**config.mk**
```make
export PLATFORM = sky130hd
export DESIGN_NAME = nvram_transfer_ctrl
export DESIGN_NICKNAME = d
export VERILOG_FILES = /design/src/rtl/nvram_transfer_ctrl_pkg.sv /design/src/rtl/nvram_transfer_ctrl.sv
export SDC_FILE = /design/constraint.sdc
export NUM_CORES = 1
export LEC_CHECK = 0
export ABC_AREA = 1
export BUFFER_PORTS_ARGS = -buffer_cell sky130_fd_sc_hd__buf_4
export CAP_MARGIN = 40
export CORE_UTILIZATION = 47
export CTS_CLUSTER_SIZE = 20
export DETAILED_ROUTE_END_ITERATION = 6
export PLACE_DENSITY_LB_ADDON = 0.3
export SLEW_MARGIN = 20
export SYNTH_ARGS = -nofsm -noshare
export SYNTH_HDL_FRONTEND = slang
export SYNTH_SLANG_ARGS = --single-unit
```
**constraint.sdc**
```tcl
create_clock -name clk -period 1.9 [get_ports clk]
set_clock_uncertainty 0.1 [all_clocks]
set_input_delay 0.095 -clock clk [delete_from_list [all_inputs] [get_ports clk]]
set_output_delay 0.095 -clock clk [all_outputs]
set_load 0.1 [all_outputs]
```
**src/rtl/nvram_transfer_ctrl_pkg.sv**
```systemverilog
// Shared definitions for the NVRAM transfer controller.
//   NVRAM_ADDR_W / NVRAM_DATA_W / NVRAM_HOST_W : default geometry of the CPU NVRAM
//     (256 words of 4 bits) and of the host save/load byte stream.
//   xfer_state_t : transfer FSM state encoding.
package nvram_transfer_ctrl_pkg;

  localparam int NVRAM_ADDR_W = 8;
  localparam int NVRAM_DATA_W = 4;
  localparam int NVRAM_HOST_W = 8;

  typedef enum logic [2:0] {
    ST_IDLE      = 3'd0,
    ST_LOAD      = 3'd1,
    ST_SAVE_ADDR = 3'd2,
    ST_SAVE_WAIT = 3'd3,
    ST_SAVE_OUT  = 3'd4,
    ST_FINISH    = 3'd5
  } xfer_state_t;

endpackage

```
**src/rtl/nvram_transfer_ctrl.sv**
```systemverilog
// NVRAM transfer controller: owns the single NVRAM port and shares it between the
// game CPU (in IDLE) and the host save/load stream (LOAD restores a full image,
// SAVE streams the full image out). Tracks whether the CPU has modified NVRAM
// since the last completed transfer.
// Ports:
//   clk, reset_n                      clock, asynchronous active-low reset
//   cpu_address/cpu_write/cpu_data    CPU access, passed to NVRAM only in IDLE
//   cpu_q                             NVRAM read data forwarded to the CPU
//   load_start/save_start/xfer_abort  transfer control pulses
//   load_valid/load_data/load_ready   host -> NVRAM byte stream (valid/ready)
//   save_valid/save_data/save_ready   NVRAM -> host byte stream (valid/ready)
//   busy/done/dirty                   status
//   mem_address/mem_write/mem_data    to the NVRAM array
//   mem_q                             from the NVRAM array (1-cycle read latency)
module nvram_transfer_ctrl
  import nvram_transfer_ctrl_pkg::*;
#(
  parameter int ADDR_W = NVRAM_ADDR_W,
  parameter int DATA_W = NVRAM_DATA_W,
  parameter int HOST_W = NVRAM_HOST_W
) (
  input  logic              clk,
  input  logic              reset_n,
  input  logic [ADDR_W-1:0] cpu_address,
  input  logic              cpu_write,
  input  logic [DATA_W-1:0] cpu_data,
  output logic [DATA_W-1:0] cpu_q,
  input  logic              load_start,
  input  logic              save_start,
  input  logic              xfer_abort,
  input  logic              load_valid,
  input  logic [HOST_W-1:0] load_data,
  output logic              load_ready,
  output logic              save_valid,
  output logic [HOST_W-1:0] save_data,
  input  logic              save_ready,
  output logic              busy,
  output logic              done,
  output logic              dirty,
  output logic [ADDR_W-1:0] mem_address,
  output logic              mem_write,
  output logic [DATA_W-1:0] mem_data,
  input  logic [DATA_W-1:0] mem_q
);

  localparam logic [ADDR_W-1:0] PTR_LAST = '1;

  xfer_state_t       state;
  logic [ADDR_W-1:0] ptr;

  function automatic logic [HOST_W-1:0] zext_word(input logic [DATA_W-1:0] d);
    logic [HOST_W-1:0] r;
    r = '0;
    r[DATA_W-1:0] = d;
    return r;
  endfunction

  // Host bytes carry the NVRAM word in their low bits; the rest is don't-care.
  generate
    if (HOST_W > DATA_W) begin : g_host_pad
      logic unused_load_hi;
      assign unused_load_hi = ^load_data[HOST_W-1:DATA_W];
    end
  endgenerate

  assign cpu_q = mem_q;

  // NVRAM port mux: CPU owns the port in IDLE, the transfer pointer otherwise.
  // CPU writes are gated by reset_n so nothing is written while reset is held.
  always_comb begin
    mem_address = ptr;
    mem_write   = 1'b0;
    mem_data    = load_data[DATA_W-1:0];
    if (state == ST_IDLE) begin
      mem_address = cpu_address;
      mem_write   = cpu_write && reset_n;
      mem_data    = cpu_data;
    end else if (state == ST_LOAD) begin
      // Abort wins over a same-cycle handshake: the byte is not written.
      mem_write = load_valid && load_ready && !xfer_abort;
    end
  end

  // Transfer FSM; every status output is registered alongside the state.
  always_ff @(posedge clk or negedge reset_n) begin
    if (!reset_n) begin
      state      <= ST_IDLE;
      ptr        <= '0;
      load_ready <= 1'b0;
      save_valid <= 1'b0;
      save_data  <= '0;
      busy       <= 1'b0;
      done       <= 1'b0;
      dirty      <= 1'b0;
    end else begin
      done <= 1'b0;
      case (state)
        ST_IDLE: begin
          ptr <= '0;
          if (cpu_write) dirty <= 1'b1;
          // LOAD wins when both starts arrive together.
          if (load_start) begin
            state      <= ST_LOAD;
            load_ready <= 1'b1;
            busy       <= 1'b1;
          end else if (save_start) begin
            state <= ST_SAVE_ADDR;
            busy  <= 1'b1;
          end
        end

        ST_LOAD: begin
          if (xfer_abort) begin
            state      <= ST_IDLE;
            load_ready <= 1'b0;
            busy       <= 1'b0;
            ptr        <= '0;
          end else if (load_valid && load_ready) begin
            ptr <= ptr + ADDR_W'(1);
            if (ptr == PTR_LAST) begin
              state      <= ST_FINISH;
              load_ready <= 1'b0;
              done       <= 1'b1;
            end
          end
        end

        ST_SAVE_ADDR: begin
          if (xfer_abort) begin
            state <= ST_IDLE;
            busy  <= 1'b0;
            ptr   <= '0;
          end else begin
            state <= ST_SAVE_WAIT;
          end
        end

        // mem_q now reflects the address presented in SAVE_ADDR.
        ST_SAVE_WAIT: begin
          if (xfer_abort) begin
            state <= ST_IDLE;
            busy  <= 1'b0;
            ptr   <= '0;
          end else begin
            state      <= ST_SAVE_OUT;
            save_valid <= 1'b1;
            save_data  <= zext_word(mem_q);
          end
        end

        // save_data is only reloaded in SAVE_WAIT, so it holds while stalled.
        ST_SAVE_OUT: begin
          if (xfer_abort) begin
            state      <= ST_IDLE;
            save_valid <= 1'b0;
            busy       <= 1'b0;
            ptr        <= '0;
          end else if (save_ready) begin
            save_valid <= 1'b0;
            if (ptr == PTR_LAST) begin
              state <= ST_FINISH;
              done  <= 1'b1;
            end else begin
              ptr   <= ptr + ADDR_W'(1);
              state <= ST_SAVE_ADDR;
            end
          end
        end

        // Image is now in sync with the host; CPU writes here are dropped.
        ST_FINISH: begin
          dirty <= 1'b0;
          busy  <= 1'b0;
          ptr   <= '0;
          state <= ST_IDLE;
        end

        default: begin
          state      <= ST_IDLE;
          load_ready <= 1'b0;
          save_valid <= 1'b0;
          busy       <= 1'b0;
          ptr        <= '0;
        end
      endcase
    end
  end

endmodule
```
==> metrics <==
Crit path arrival time 1.63 ns; achievable frequency 547 MHz; max-slew violation count 0; ratio of cells with drive above 1 in the final layout 0.336; floorplan row count 19; highest net fanout along the worst path 5; GR Util met1 0.295; Net count, final 305; number of cells on the worst reg-to-reg path 4; area of the multi-input gates 796 µm²; start point of the worst hold path load_valid; die extent in y 57.0 µm; Area Overhead vs Synth 41.2%; Routed Antenna Nets 0; wire length of the first global-routing pass 6090 µm; antenna diode instance count 0; clock root buffer master clkbuf_4; number of synthesized flops with an enable pin 0; capturing point of the worst reg2reg path save_data[0]$_DFFE_PN0P_; number of global-route vias before repair 1410; initial standard-cell utilization of the core 0.507; Endpoint, Worst Hold done$_DFF_PN0_; RSZ-0062 raised after global routing yes; initial antenna violation count 0; post-DR vias/cell 5.00; average footprint of a synthesized cell 6.87 µm²; endpoint type of the worst setup path output port; port buffer count 53; number of buffers added for setup after CTS 0; number of distinct library cell variants in the gate-level netlist after synthesis 27; Core Box Area 2810 µm²; post-route DRC violation count 14; H-Tree Depth 1; run status finished with violations; number of vias in the routed layout 1509; busiest metal layer after global routing met2; Reg2Reg Launch Point state[2]$_DFFE_PN0P_; final number of hold-violating endpoints 0; setup slack, reg-to-reg 0.31 ns; failing checks DRC; WS Path Type reg -> out; sequential fraction of the synthesis area 0.352; required time of the critical path 1.70 ns; routed length per instance 11.9 µm; count of maximum capacitance violations 0; total area of sequential cells 500 µm²; die outline area 3250 µm²; minimum clock period after layout 1.83 ns; instance area after placement 1840 µm²; design area 2010 µm²; number of DRC markers in iteration 0 78; maximum number of pins on one net before global-route repair 22; number of synthesis warnings 0; source-to-sink clock delay at the later pin of the worst-skew pair 0.30 ns; aggregate global-route resource usage 0.238; hold crit path type in -> reg; global routing met3 resource utilization 0.0590; maximum buffer depth of the clock tree 2; cells after synthesis 207; HPWL after DPL 2490 µm; area of the mapped netlist 1420 µm²; clock tree from TritonCTS built; gr ovfl total 0; clock sink count 20; final-layout fill cell count 252; RePlAce Congestion 0.870; post-synthesis register bit count 20; WHS Path Cells 3; met2 Usage GRT 0.412; number of iterations in the first detailed-routing pass 7; commonest cells after routing, fill and taps aside nand2_1, buf_4, dfrtp_1; CTS buffer count 3; kind of start point of the critical path register; Final Setup Violations 0; Clock transition at path regs 0.11 ns; post-route fraction of the period consumed by the critical path 0.962; fraction of registers with async set or reset after synthesis 1.00; Die X 57.0 µm; dominant synthesized flop cell dfrtp_1; Total Routed Length 3580 µm; count of boundary I/O pins 62; commonest non-fill, non-tap cell in the layout nand2_1
final cells by class:
cell class	count	share of cell area
Sequential cell	20	0.249
Tap cell	31	0.0193
Multi-Input combinational cell	162	0.396
Clock buffer	4	0.0181
Inverter	17	0.0343
Timing Repair Buffer	68	0.283
flip-flops by register name (all words and copies together) (netlist names):
register,count
load_ready,1
dirty,1
done,1
busy,1
state,3
ptr,8
save_valid,1
save_data,4
cells in the mapped netlist, types with 2 or more instances:
master	count	area [µm²]
a21oi_1	2	10.0
a21oi_2	2	17.5
buf_2	2	10.0
buf_4	9	67.6
dfrtp_1	20	500
inv_1	12	45.0
inv_2	5	18.8
mux2_2	4	45.0
nand2_1	82	308
nand2_2	3	18.8
nand2_4	2	22.5
nand3_1	13	65.1
nand3_2	2	20.0
nand3b_1	2	15.0
nand4_1	3	18.8
nor2_1	18	67.6
nor2_2	5	31.3
nor2_4	3	33.8
o21ai_0	10	50.1
what timing repair did:
| action | in CTS | in global routing |
|---|---|---|
| gates resized for setup | 1 | 10 |
| hold buffers | 9 | 0 |
| hold endpoints to repair | 28 | 0 |
| setup endpoints to repair | 13 | 11 |
critical path, stage by stage, from the launching register on:
cell	delay, ns
dfrtp_1	0.42
buf_4	0.17
nor2_4	0.18
nand3_2	0.15
o21ai_2	0.20
buf_12	0.19
stage by stage:
stage / setup WS [ns] / hold slack [ns] / setup TNS (ns) / util / std cells
floorplan: -0.527 / -0.301 / -3.52 / - / 210
global placement: 0.297 / -0.102 / 0 / 0.657 / 289
detailed placement: 0.268 / -0.104 / 0 / 0.657 / 289
CTS: 0.0139 / 0.0459 / 0 / 0.702 / 302
global route: -0.0291 / 0.0621 / -0.0538 / 0.716 / 302
finish: 0.0723 / 0.0613 / 0 / 0.716 / 302
worst max path at each step:
stage,startpoint,end,slack (ns)
after floorplan,state[1]$_DFFE_PN0P_,mem_address[3],-0.53
after global placement,state[0]$_DFFE_PN0P_,mem_write,0.30
after detailed placement,state[1]$_DFFE_PN0P_,mem_write,0.27
after CTS,state[1]$_DFFE_PN0P_,mem_write,0.01
after global routing,state[1]$_DFFE_PN0P_,mem_address[3],-0.03
final,state[1]$_DFFE_PN0P_,mem_write,0.07
routing by layer:
layer | wire (µm) | vias up
met2 | 1740 | 64
met4 | 35 | 0
li1 | - | 772
met1 | 1520 | 668
met5 | 0 | -
met3 | 291 | 5
kinds of logic after synthesis:
kind of cell,after synthesis,synth area share
AO/OA/AOI/OAI,17,0.0695
XOR/XNOR,1,0.00616
flip-flops,20,0.352
AND/OR/NAND/NOR,135,0.430
adder cells (fa/ha/maj),1,0.00879
buffers and inverters,28,0.0994
multiplexers,4,0.0317
other,1,0.00264
Power is left out: the tool's default activity adds up to more than one toggle a clock period on the data nets, which glitch-free logic cannot reach.
